===== src/rtl/fproc_responder_if.sv =====
// fproc_responder_if
//   Core <-> fproc responder request/response bundle.
//   core_req      : per-core request level, held until that core's fproc_valid
//   core_fproc_id : per-core request id, core i in [i*FPROC_ID_W +: FPROC_ID_W]
//   fproc_data    : response word, broadcast to all cores
//   fproc_valid   : one-hot, one cycle; marks fproc_data for that core
//   master = core side, slave = responder side.
interface fproc_responder_if #(
   parameter int N_CORES    = 4,
   parameter int FPROC_ID_W = 8,
   parameter int DATA_W     = 32
);
   logic [N_CORES-1:0]            core_req;
   logic [N_CORES*FPROC_ID_W-1:0] core_fproc_id;
   logic [DATA_W-1:0]             fproc_data;
   logic [N_CORES-1:0]            fproc_valid;

   modport master (
      output core_req, core_fproc_id,
      input  fproc_data, fproc_valid
   );

   modport slave (
      input  core_req, core_fproc_id,
      output fproc_data, fproc_valid
   );
endinterface


===== src/rtl/fproc_responder.sv =====
// fproc_responder
//   Latches measurement results from the readout channels and answers core
//   fproc requests one at a time, round-robin across cores.
// Ports
//   clk        : system clock
//   rstn       : asynchronous active-low reset
//   bus        : fproc_responder_if.slave (core_req/core_fproc_id in,
//                fproc_data/fproc_valid out)
//   meas_in    : measurement result bits
//   meas_valid : per-channel strobe latching meas_in[k]
//   busy       : high while a request is in service
// Build option
//   FPROC_WAIT_FRESH_EN : a single-channel read of a channel with no fresh
//                         result waits in WAIT_MEAS until one arrives.
//
// state     | meaning
// IDLE      | arbitrating; grant registers core index and id
// LOOKUP    | decode id, respond or (optionally) wait for a fresh result
// WAIT_MEAS | single-channel read stalled on fresh[id] (option only)
// RESPOND   | fproc_valid/fproc_data presented for one cycle
module fproc_responder #(
   parameter int N_CORES    = 4,
   parameter int N_MEAS     = 8,
   parameter int FPROC_ID_W = 8,
   parameter int DATA_W     = 32
) (
   input  logic              clk,
   input  logic              rstn,
   fproc_responder_if.slave  bus,
   input  logic [N_MEAS-1:0] meas_in,
   input  logic [N_MEAS-1:0] meas_valid,
   output logic              busy
);
   localparam int CORE_W = (N_CORES > 1) ? $clog2(N_CORES) : 1;
   localparam int MEAS_W = (N_MEAS > 1) ? $clog2(N_MEAS) : 1;

   typedef enum logic [1:0] {
      IDLE      = 2'd0,
      LOOKUP    = 2'd1,
`ifdef FPROC_WAIT_FRESH_EN
      WAIT_MEAS = 2'd2,
`endif
      RESPOND   = 2'd3
   } state_t;

   state_t              state;
   logic [CORE_W-1:0]   rr_ptr, grant_reg, grant_idx, grant_next_ptr;
   logic                grant_found;
   logic [FPROC_ID_W-1:0] id_reg;
   logic [N_MEAS-1:0]   meas_reg, fresh, fresh_next;
   logic [N_CORES-1:0]  cooldown, eligible;
   logic                id_single, id_vector, ch_ready, bypass, single_bit, fire;
   logic [MEAS_W-1:0]   ch;
   logic [DATA_W-1:0]   resp_data;
   int                  j;

   // Rotating priority search starting at rr_ptr.
   always_comb begin
      eligible    = bus.core_req & ~cooldown;
      grant_found = 1'b0;
      grant_idx   = '0;
      j           = 0;
      for (int k = 0; k < N_CORES; k++) begin
         j = int'(rr_ptr) + k;
         if (j >= N_CORES) j = j - N_CORES;
         if (!grant_found && eligible[j]) begin
            grant_found = 1'b1;
            grant_idx   = CORE_W'(j);
         end
      end
      grant_next_ptr = (int'(grant_idx) == N_CORES - 1) ? '0 : grant_idx + 1'b1;
   end

   always_comb begin
      id_single = (id_reg < FPROC_ID_W'(N_MEAS));
      id_vector = &id_reg;
      ch        = id_reg[MEAS_W-1:0];
`ifdef FPROC_WAIT_FRESH_EN
      ch_ready  = fresh[ch] | meas_valid[ch];
      // A strobe landing while we wait is forwarded straight from meas_in.
      bypass    = ~fresh[ch] & meas_valid[ch];
`else
      ch_ready  = 1'b1;
      bypass    = 1'b0;
`endif
      single_bit = bypass ? meas_in[ch] : meas_reg[ch];
      resp_data  = '0;
      if (id_single)      resp_data = DATA_W'(single_bit);
      else if (id_vector) resp_data = DATA_W'(meas_reg);

      fire = (state == LOOKUP) && (!id_single || ch_ready);
`ifdef FPROC_WAIT_FRESH_EN
      if ((state == WAIT_MEAS) && ch_ready) fire = 1'b1;
`endif

      // Consuming an older result while a new strobe arrives keeps the new
      // one fresh; a bypassed strobe is itself the result being consumed.
      fresh_next = fresh | meas_valid;
      if (fire && id_single) begin
         if (bypass) fresh_next[ch] = 1'b0;
         else        fresh_next[ch] = meas_valid[ch];
      end
   end

   always_ff @(posedge clk or negedge rstn) begin
      if (!rstn) begin
         state           <= IDLE;
         rr_ptr          <= '0;
         grant_reg       <= '0;
         id_reg          <= '0;
         meas_reg        <= '0;
         fresh           <= '0;
         cooldown        <= '0;
         busy            <= 1'b0;
         bus.fproc_valid <= '0;
         bus.fproc_data  <= '0;
      end else begin
         meas_reg        <= (meas_reg & ~meas_valid) | (meas_in & meas_valid);
         fresh           <= fresh_next;
         cooldown        <= '0;
         bus.fproc_valid <= '0;
         if (fire) begin
            bus.fproc_valid <= N_CORES'(1) << grant_reg;
            bus.fproc_data  <= resp_data;
         end
         case (state)
            IDLE: begin
               if (grant_found) begin
                  grant_reg <= grant_idx;
                  id_reg    <= bus.core_fproc_id[grant_idx*FPROC_ID_W +: FPROC_ID_W];
                  rr_ptr    <= grant_next_ptr;
                  busy      <= 1'b1;
                  state     <= LOOKUP;
               end
            end
            LOOKUP: begin
`ifdef FPROC_WAIT_FRESH_EN
               state <= fire ? RESPOND : WAIT_MEAS;
`else
               state <= RESPOND;
`endif
            end
`ifdef FPROC_WAIT_FRESH_EN
            WAIT_MEAS: begin
               if (fire) state <= RESPOND;
            end
`endif
            RESPOND: begin
               // Masks the served core for the cycle it takes to drop its req.
               cooldown <= bus.fproc_valid;
               busy     <= 1'b0;
               state    <= IDLE;
            end
            default: state <= IDLE;
         endcase
      end
   end
endmodule


===== src/flat_wrapper.sv =====
// flat-port wrapper written by rule: the top's interface ports become plain ports
module fproc_responder_flat 
#(
   parameter int N_CORES    = 4,
   parameter int N_MEAS     = 8,
   parameter int FPROC_ID_W = 8,
   parameter int DATA_W     = 32
)
  (clk, rstn, meas_in, meas_valid, busy, bus_core_req, bus_core_fproc_id, bus_fproc_data, bus_fproc_valid);
  fproc_responder_if #(.N_CORES(N_CORES), .FPROC_ID_W(FPROC_ID_W), .DATA_W(DATA_W)) bus_i ();
  input  logic clk;
  input  logic rstn;
  input  logic [N_MEAS-1:0] meas_in;
  input  logic [N_MEAS-1:0] meas_valid;
  output logic busy;
  input wire logic [$bits(bus_i.core_req)-1:0] bus_core_req;
  input wire logic [$bits(bus_i.core_fproc_id)-1:0] bus_core_fproc_id;
  output wire logic [$bits(bus_i.fproc_data)-1:0] bus_fproc_data;
  output wire logic [$bits(bus_i.fproc_valid)-1:0] bus_fproc_valid;
  assign bus_i.core_req = bus_core_req;
  assign bus_i.core_fproc_id = bus_core_fproc_id;
  assign bus_fproc_data = bus_i.fproc_data;
  assign bus_fproc_valid = bus_i.fproc_valid;
  fproc_responder #(.N_CORES(N_CORES), .N_MEAS(N_MEAS), .FPROC_ID_W(FPROC_ID_W), .DATA_W(DATA_W)) u_core (.clk(clk), .rstn(rstn), .bus(bus_i), .meas_in(meas_in), .meas_valid(meas_valid), .busy(busy));
endmodule

===== config.mk =====
export PLATFORM = sky130hd
export DESIGN_NAME = fproc_responder_flat
export DESIGN_NICKNAME = d
export VERILOG_FILES = /design/src/rtl/fproc_responder_if.sv /design/src/rtl/fproc_responder.sv /design/src/flat_wrapper.sv
export SDC_FILE = /design/constraint.sdc
export NUM_CORES = 1
export LEC_CHECK = 0
export ABC_CLOCK_PERIOD_IN_PS = 2600
export CAP_MARGIN = 10
export CORE_MARGIN = 3
export CORE_UTILIZATION = 45
export DETAILED_ROUTE_END_ITERATION = 7
export PLACE_DENSITY = 0.82
export SKIP_CTS_REPAIR_TIMING = 1
export SLEW_MARGIN = 20
export SYNTH_ARGS = -nofsm -noshare
export SYNTH_HDL_FRONTEND = slang
export SYNTH_SLANG_ARGS = --single-unit

===== constraint.sdc =====
create_clock -name clk -period 2.6 [get_ports clk]
set_input_delay 0.52 -clock clk [delete_from_list [all_inputs] [get_ports clk]]
set_output_delay 0.52 -clock clk [all_outputs]
set_load 0.05 [all_outputs]

==> reports/results.txt <==
Post-DP Area: 2660 sq um
DR DRC count: 0
Peak supply drop: 389 uV
Peak Freq: 431 MHz
Multi-input logic area: 942 sq um
Mapped Cells: 175
Worst Reg-to-Reg Cells: 3
I/O pin count: 91
Max transition margin: 0.319
Seq/Total Area, Yosys: 0.474
Dpl hpwl: 3390 um
WS Path Type: input port to register
# H-tree levels: 2
Fin area: 2730 sq um
Vias in the first global route: 1,479
Core Area: 4200 sq um
Post-synthesis cell type count: 38
Clock Latency Late Sink: 0.29 ns
Total CTS buffers: 5
Largest family of logic cells by synthesized area: multiplexers
WL final: 4430 um
Antenna cells: 0
Post-synth EDFFs: 0
R2r setup slk: 0.59 ns
# rows: 23
Final Cycle Share: 0.893
Worst setup startpoint: bus_core_req[1]
GP Congestion: 0.810
Skew final: 0.00801 ns
Starting density of the core: 0.490
Worst Tran Pin Value: 1.02 ns
Synth warn: 0
Final min period: 2.32 ns
Startpoint Class: input port
Share of cells above drive strength 1: 0.116
Die ar.: 5420 sq um
CP arrival: 2.48 ns
Tot Pwr: 2.39 mW
Vias per cell: 5.15
Hold Path Class: input port to asynchronous set/reset pin
Reg area: 976 sq um
Mean Syn Cell Area: 11.8 sq um
CP cell instances: clkdlybuf4s50_1 -> nor2b_1 -> o311ai_4 -> mux2i_1 -> o221ai_2
Post-Synth Simple-Gate Area: 0.121
Finish-stage setup viols: 0
Buffers on Ports: 66
DR WL/cell: 15.2 um
Post-DRT Antenna Nets: 0
Mux share of post-synthesis cell area: 0.148
Adder-cell share of the synthesized area: 0
Number of DRC markers in iteration 0: 41
Fin. max-slew vios: 0
Gr usage total: 0.174
Initial antenna violation count: 0
CP max stage delay: 0.88 ns
Final hold vios: 0
Leakage: 1.23 nW
Crit Reg-Reg Endpoint: u_core.id_reg[6]
Fill count: 333
Die W: 73.7 um
Synth Area in Compound Gates: 0.140
Clock transition at path regs: 0.07 ns
CP max FO: 16
Drt pass-1 iters: 4
Post-synthesis xor/xnor area fraction: 0.00425
Grt total ovfl: 0
RSZ-0062 raised after global routing: no
First-pass GRT wire length: 7100 um
CTS tree: yes
Reported max-cap violation count: 0
Net count, final: 296
Clock Sink Count: 39
Dominant synthesized flop cell: dfrtp_1
PD cells: 878 nW/um^2
Largest net degree at the start of global routing: 40
Max Root-Sink Buffers: 2
Synth-to-Final Area Change: 32.4%
Cell Area, Synth: 2060 sq um
R2r startpoint: u_core.rr_ptr[1]
Root buf cell: clkbuf_8
Ys async rst share: 1.00
Flops & latches, synth: 39
Outcome: complete, no violations
Crit end category: register
Setup TNS Final: 0 ns
Critical Path RT: 2.75 ns
Die height: 73.7 um
Vias post-DR: 1,500
Slowest cell on the critical path: o311ai_4
## Yosys cell counts, types with 2 or more instances
master	n	area, sq um
o221ai_2	8	120
a21oi_1	3	15.0
nor3_1	4	20.0
a22o_1	7	61.3
buf_4	25	188
inv_1	3	11.3
mux2i_1	17	170
mux2_2	8	90.1
nand2b_1	5	31.3
o21ai_1	3	15.0
and3_1	5	31.3
mux4_2	2	45.0
nand2_1	17	63.8
clkbuf_1	2	7.51
nor2_1	3	11.3
nand4_1	2	12.5
dfrtp_1	39	976
buf_2	2	10.0
## logic make-up after synthesis
kind of cell | Yosys count
and+or+nand+nor | 45
xor gates and xnor gates | 1
buffers and inverters | 33
DFF | 39
other | 1
muxes | 27
AOI/OAI and AO/OA | 29
## cells in the final DEF, fill, tap and decap left out, types with 2 or more instances in the layout
cell | Yosys | layout
nand2_1 | 17 | 17
mux4_2 | 2 | 2
nor2_1 | 3 | 3
nand4_1 | 2 | 2
dfrtp_1 | 39 | 39
a22o_1 | 7 | 7
o221ai_2 | 8 | 8
and3_1 | 5 | 5
clkbuf_8 | 0 | 5
mux2i_1 | 17 | 17
clkdlybuf4s50_1 | 0 | 65
nand2b_1 | 5 | 5
nor3_1 | 4 | 4
o21ai_1 | 3 | 3
conb_1 | 1 | 24
a21oi_1 | 3 | 3
inv_1 | 3 | 3
mux2_2 | 8 | 8
## worst max path at each step
stage / to / depth (start not counted)
2_1_floorplan: u_core.id_reg[0] / 5
3_3_place_gp: u_core.id_reg[4] / 5
3_5_place_dp: u_core.id_reg[6] / 5
4_1_cts: u_core.id_reg[6] / 5
5_1_grt: u_core.id_reg[4] / 5
6_report: u_core.id_reg[6] / 5
## where the power goes
group	internal [mW]	switching [mW]	total, mW	leakage (nW)
registers	0.773	0.174	0.946	0.497
logic	0.469	0.609	1.08	0.700
clock network	0.179	0.191	0.370	0.0371
total	1.42	0.974	2.39	1.23
## routing by layer
metal | wire length [um] | up-vias | global-route usage
met5 | 0 | - | 0
met4 | 66 | 0 | 0.0604
met3 | 375 | 9 | 0.0725
met2 | 2170 | 57 | 0.266
met1 | 1810 | 716 | 0.223
li1 | - | 718 | -
## cell type report
cell class | count | area share
inverters | 3 | 0.00413
multi-input cells | 126 | 0.345
well taps | 50 | 0.0229
clock buffers | 6 | 0.0266
flip-flops and latches | 39 | 0.358
repair buffers | 67 | 0.243
## worst max-delay path, delay by kind of cell
family | cells | cell delay [ns]
AO/OA/AOI/OAI | 2 | 1.00
buffers and inverters | 1 | 0.42
multiplexers | 1 | 0.35
AND/OR/NAND/NOR | 1 | 0.18
## metrics by stage
stage | worst slack [ns] | hold WS, ns | utilization | std cells
6_report | 0.278 | 0.332 | 0.649 | 291
4_1_cts | 0.237 | 0.356 | 0.649 | 291
2_1_floorplan | 0.736 | 0.224 | - | 198
5_1_grt | 0.185 | 0.398 | 0.649 | 291
3_3_place_gp | 0.0255 | 0.464 | 0.632 | 285
3_5_place_dp | -0.0748 | 0.467 | 0.632 | 285
Note: power is estimated with default switching activity, not from simulation.
